**src/rtl/fetch_unit.sv**
```systemverilog
// fetch_unit: owns the PC, fetches words from imem one at a time and buffers them for decode.
module fetch_unit #(
  parameter logic [31:0] RESET_PC = 32'h0000_0000,
  parameter int          DEPTH    = 2
) (
  input  logic        clk,
  input  logic        reset,
  output logic        imem_req,
  output logic [31:0] imem_addr,
  input  logic        imem_gnt,
  input  logic        imem_rvalid,
  input  logic [31:0] imem_rdata,
  output logic        inst_valid,
  output logic [31:0] inst,
  output logic [31:0] inst_pc,
  input  logic        inst_ready,
  input  logic        redirect,
  input  logic [31:0] redirect_pc
);
  localparam int AW = $clog2(DEPTH);
  localparam int CW = AW + 1;
  localparam logic [1:0] IDLE = 2'd0, REQ = 2'd1, WAIT = 2'd2;
  logic [1:0] state, state_nxt;
  logic [31:0] pc, pc_nxt;
  logic drop, drop_nxt;
  logic [AW-1:0] wr_ptr, rd_ptr;
  logic [CW-1:0] count, count_nxt;
  logic [63:0] mem [DEPTH];
  logic push, pop, credit, gnt_hs;
  assign imem_req   = state == REQ;
  assign imem_addr  = pc;
  assign inst_valid = count != '0;
  assign inst       = inst_valid ? mem[rd_ptr][63:32] : '0;
  assign inst_pc    = inst_valid ? mem[rd_ptr][31:0] : '0;
  // credit uses next-cycle occupancy so a fetch is raised only when its result is guaranteed a slot
  always_comb begin
    gnt_hs    = state == REQ && imem_gnt;
    push      = state == WAIT && imem_rvalid && !drop && !redirect;
    pop       = inst_valid && inst_ready && !redirect;
    count_nxt = redirect ? '0 : count + CW'(push) - CW'(pop);
    credit    = count_nxt < CW'(DEPTH);
    state_nxt = state == IDLE ? (credit ? REQ : IDLE) :
                state == REQ  ? (imem_gnt ? WAIT : redirect ? IDLE : REQ) :
                state == WAIT ? (imem_rvalid ? (credit ? REQ : IDLE) : WAIT) : IDLE;
    pc_nxt    = redirect ? redirect_pc & ~32'd3 : gnt_hs ? pc + 32'd4 : pc;
    drop_nxt  = redirect && (gnt_hs || (state == WAIT && !imem_rvalid)) ? 1'b1 :
                state == WAIT && imem_rvalid ? 1'b0 : drop;
  end
  always_ff @(posedge clk or negedge reset) begin
    if (!reset) begin
      state  <= IDLE;
      pc     <= RESET_PC;
      drop   <= 1'b0;
      count  <= '0;
      wr_ptr <= '0;
      rd_ptr <= '0;
    end else begin
      state  <= state_nxt;
      pc     <= pc_nxt;
      drop   <= drop_nxt;
      count  <= count_nxt;
      wr_ptr <= redirect ? '0 : wr_ptr + AW'(push);
      rd_ptr <= redirect ? '0 : rd_ptr + AW'(pop);
    end
  end
  // while a fetch is outstanding pc already points past it
  always_ff @(posedge clk) begin
    if (push) mem[wr_ptr] <= {imem_rdata, pc - 32'd4};
  end
endmodule
```
**config.mk**
```make
export PLATFORM = sky130hd
export DESIGN_NAME = fetch_unit
export DESIGN_NICKNAME = d
export VERILOG_FILES = /design/src/rtl/fetch_unit.sv
export SDC_FILE = /design/constraint.sdc
export NUM_CORES = 1
export LEC_CHECK = 0
export CORE_UTILIZATION = 49
export DETAILED_ROUTE_END_ITERATION = 6
export HOLD_SLACK_MARGIN = 0.05
export PLACE_DENSITY = 0.77
export SLEW_MARGIN = 20
export SYNTH_ARGS = -nofsm -noshare
export SYNTH_HDL_FRONTEND = slang
export SYNTH_SLANG_ARGS = --single-unit
```
**constraint.sdc**
```tcl
create_clock -name clk -period 5.4 [get_ports clk]
set_input_delay 1.35 -clock clk [delete_from_list [all_inputs] [get_ports clk]]
set_output_delay 1.35 -clock clk [all_outputs]
set_load 0.01 [all_outputs]
```
==> impl_metrics.env <==
export IMPL_outcome="finished, final reports clean"
export IMPL_slew_headroom=0.450
export IMPL_num_vias=5353
export IMPL_placed_area_um2=9210
export IMPL_synthArstFlopShare=0.230
export IMPL_wl_per_cell_um=17.1
export IMPL_fill_cells=1104
export IMPL_critPathSlowestCell="nor2_4"
export IMPL_cp_required_ps=4050
export IMPL_finalNonFillerCells=955
export IMPL_max_freq_ghz=0.258
export IMPL_p_comb_frac=0.145
export IMPL_dpl_cell_count=922
export IMPL_regArea_um2=4650
export IMPL_cts_sinks=161
export IMPL_cellPowerDensity_nw_per_um2=314
export IMPL_clk_pin_slew_ps=60
export IMPL_cp_endpoint="inst[21]"
export IMPL_netlist_area_leader_share=0.495
export IMPL_p_sw_w=0.000738
export IMPL_r2r_start="count[1]"
export IMPL_end_kind="primary output"
export IMPL_syn_avg_cell_area_um2=12.2
export IMPL_fin_crit_ps=3880
export IMPL_r2r_end="state[0]"
export IMPL_dieArea_um2=15900
export IMPL_drtAntennaViolNets=0
export IMPL_multi_input_area_um2=2620
export IMPL_grt_max_degree=64
export IMPL_synth_cell_area_um2=7530
export IMPL_syn_inst=616
export IMPL_numCtsBuffers=17
export IMPL_grt_pass1_vias=5450
export IMPL_rsz0062_at_grt="false"
export IMPL_hold_class="reg -> reg"
export IMPL_io_pins=168
export IMPL_hpwl_mm=11.2
export IMPL_total_power_w=0.00308
export IMPL_core_um2=14800
export IMPL_htree_levels=4
export IMPL_io_buffers=161
export IMPL_area_growth_pct=30.2
export IMPL_clkPwrFrac=0.368
export IMPL_finalSetupTns_ps=0
export IMPL_dieHeight_um=126
export IMPL_overflow=0
export IMPL_critPathKind="reg -> out"
export IMPL_hold_viol=0
export IMPL_grt_total_usage=0.212
export IMPL_setup_viol=0
export IMPL_synth_edf_count=124
export IMPL_initial_core_util=0.510
export IMPL_synth_seq_area_share=0.618
export IMPL_path_buf_inv=2
export IMPL_clockBufferDepth=2
export IMPL_irDropWorstVdd_mv=0.219
export IMPL_p_int_w=0.00234
export IMPL_whs_ps=513
export IMPL_layout_drive_gt1_share=0.0558
export IMPL_cp_start_kind="flop"
export IMPL_cp_max_fo=34
export IMPL_drc=0
export IMPL_synth_top_area_cell="edfxtp_1"
export IMPL_drv_cap=0
export IMPL_fin_crit_sh=0.718
export IMPL_yosys_warnings=0
export IMPL_cpPeakStageDelay_ps=590
export IMPL_antenna_found_initial=0
export IMPL_maxSlewViolCount=0
export IMPL_worstPathArrival_ps=2530
export IMPL_crit_family="buffers and inverters"
export IMPL_fin_area_um2=9800
export IMPL_fin_skew_ps=8.05
export IMPL_root_buffer="clkbuf_16"
export IMPL_diodes=0
export IMPL_synth_seq_cells=161
export IMPL_ys_flop_type="edfxtp_1"
export IMPL_drt_first_pass_iters=5
export IMPL_drt_wl_total_mm=16.3
export IMPL_place_gp_congestion=0.881
export IMPL_power_share_switching=0.240
export IMPL_crit_cells=4
export IMPL_r2r_cells=11
export IMPL_post_cts_buffers=0
export IMPL_ys_top_cells_by_area="edfxtp_1, dfrtp_1, mux2i_1, nor2_1, xor2_1"
export IMPL_rows=44
export IMPL_synth_cell_types=45
export IMPL_cts_tree="yes"
export IMPL_crit_chain="nor2_4, buf_4, nor2_1, clkdlybuf4s50_1"
export IMPL_p_seq_frac=0.487
export IMPL_p_leak_nw=3.28
export IMPL_cts_hold_buf=0
export IMPL_post_cts_resized=0
export IMPL_nNetsFinal=834
export IMPL_drt_iter0_markers=330
export IMPL_rrSetupSlack_ps=2830
export IMPL_die_w_um=126
export IMPL_grt_first_pass_wirelength_mm=26.3
export IMPL_worst_pin_slew_ps=824
export IMPL_startpoint="count[1]"
export IMPL_vias_per_cell=5.61
export IMPL_worstSkewPairLatency_ps=410
metrics by stage:
step                 util  setup WS [ps]
finish              0.664           1520
global route        0.664           1350
CTS                 0.662           1460
detailed placement  0.624           1610
global placement    0.624           1670
floorplan               -           1630
cells in the mapped netlist, drive strengths merged (2+ instances only):
master and n:
nand3 14, a21oi 2, buf 29, o21ai 22
xor2 23, nand2 27, dfrtp 37, ha 6
nand3b 2, o31ai 10, or4 14, nor2 97
inv 12, and3 6, or3 11, nor3b 3
nor4 16, mux2i 62, and4 7, a31oi 15
edfxtp 124, nand4 14, clkbuf 20, xnor2 17
nor3 7, a22o 2, nor2b 6
layout by cell type, fill, tap and decap left out, types with 7 or more instances in the layout:
cell type,instances
nor4_1,14
buf_4,7
o31ai_1,10
nor3_1,7
dfrtp_1,36
o21ai_0,12
nand3_1,14
clkbuf_16,17
or3_1,10
clkdlybuf4s50_1,161
a31oi_1,15
edfxtp_1,124
xor2_1,23
or4_1,12
xnor2_1,17
and4_1,7
nor2_1,96
nand2_1,27
mux2i_1,62
nand4_1,14
o21ai_1,10
inv_1,12
metal layers:
| metal | share of wire | wire [µm] | global-route usage |
|---|---|---|---|
| met1 | 0.43 | 7020 | 0.274 |
| met2 | 0.49 | 8000 | 0.354 |
| met3 | 0.067 | 1100 | 0.0433 |
| met4 | 0.012 | 189 | 0.0773 |
| met5 | 0 | 0 | 0 |
kinds of logic after synthesis:
logic type,Yosys count,synth area share
muxes,62,0.0825
xor gates and xnor gates,40,0.0465
AOI/OAI and AO/OA,54,0.0442
buffers and inverters,61,0.0376
adders and majority gates,6,0.00997
other,1,0.000498
DFF,161,0.618
and+or+nand+nor,231,0.161
worst register-to-register path, delay by kind of cell (launching register included):
kind	cells	cell delay (ps)
AO/OA/AOI/OAI	1	240
buffers and inverters	2	190
flip-flops	1	410
AND/OR/NAND/NOR	4	860
adder cells (fa/ha/maj)	2	440
XOR/XNOR	2	340
how the worst min path moves through the flow:
stage,from,end,slack [ps],cells after the start
floorplan,drop,drop,470,1
global placement,drop,drop,490,1
detailed placement,drop,drop,500,1
CTS,drop,drop,510,1
global route,drop,drop,550,1
finish,drop,drop,510,1
cell type report:
class,count,area share
Multi-Input combinational cell,397,0.267
Clock buffer,25,0.0485
Tap cell,184,0.0235
Timing Repair Buffer,169,0.173
Clock inverter,7,0.00868
Inverter,12,0.00460
Sequential cell,161,0.475
sequential cells by signal, indices dropped and copies added, names as in the netlist:
| register | cells |
|---|---|
| wr_ptr | 1 |
| rd_ptr | 1 |
| count | 2 |
| imem_addr | 30 |
| state | 2 |
| drop | 1 |
| mem | 124 |
power by group through the flow:
stage | combinational, W | sequential, W | clock, W
final | 0.000445 | 0.00150 | 0.00113
after global placement | 0.000424 | 0.00152 | 0
after global routing | 0.000484 | 0.00151 | 0.00120
after floorplan | 0.000261 | 0.00148 | 0
after CTS | 0.000438 | 0.00150 | 0.00115
after detailed placement | 0.000436 | 0.00153 | 0
(Power assumes the default switching activity.)
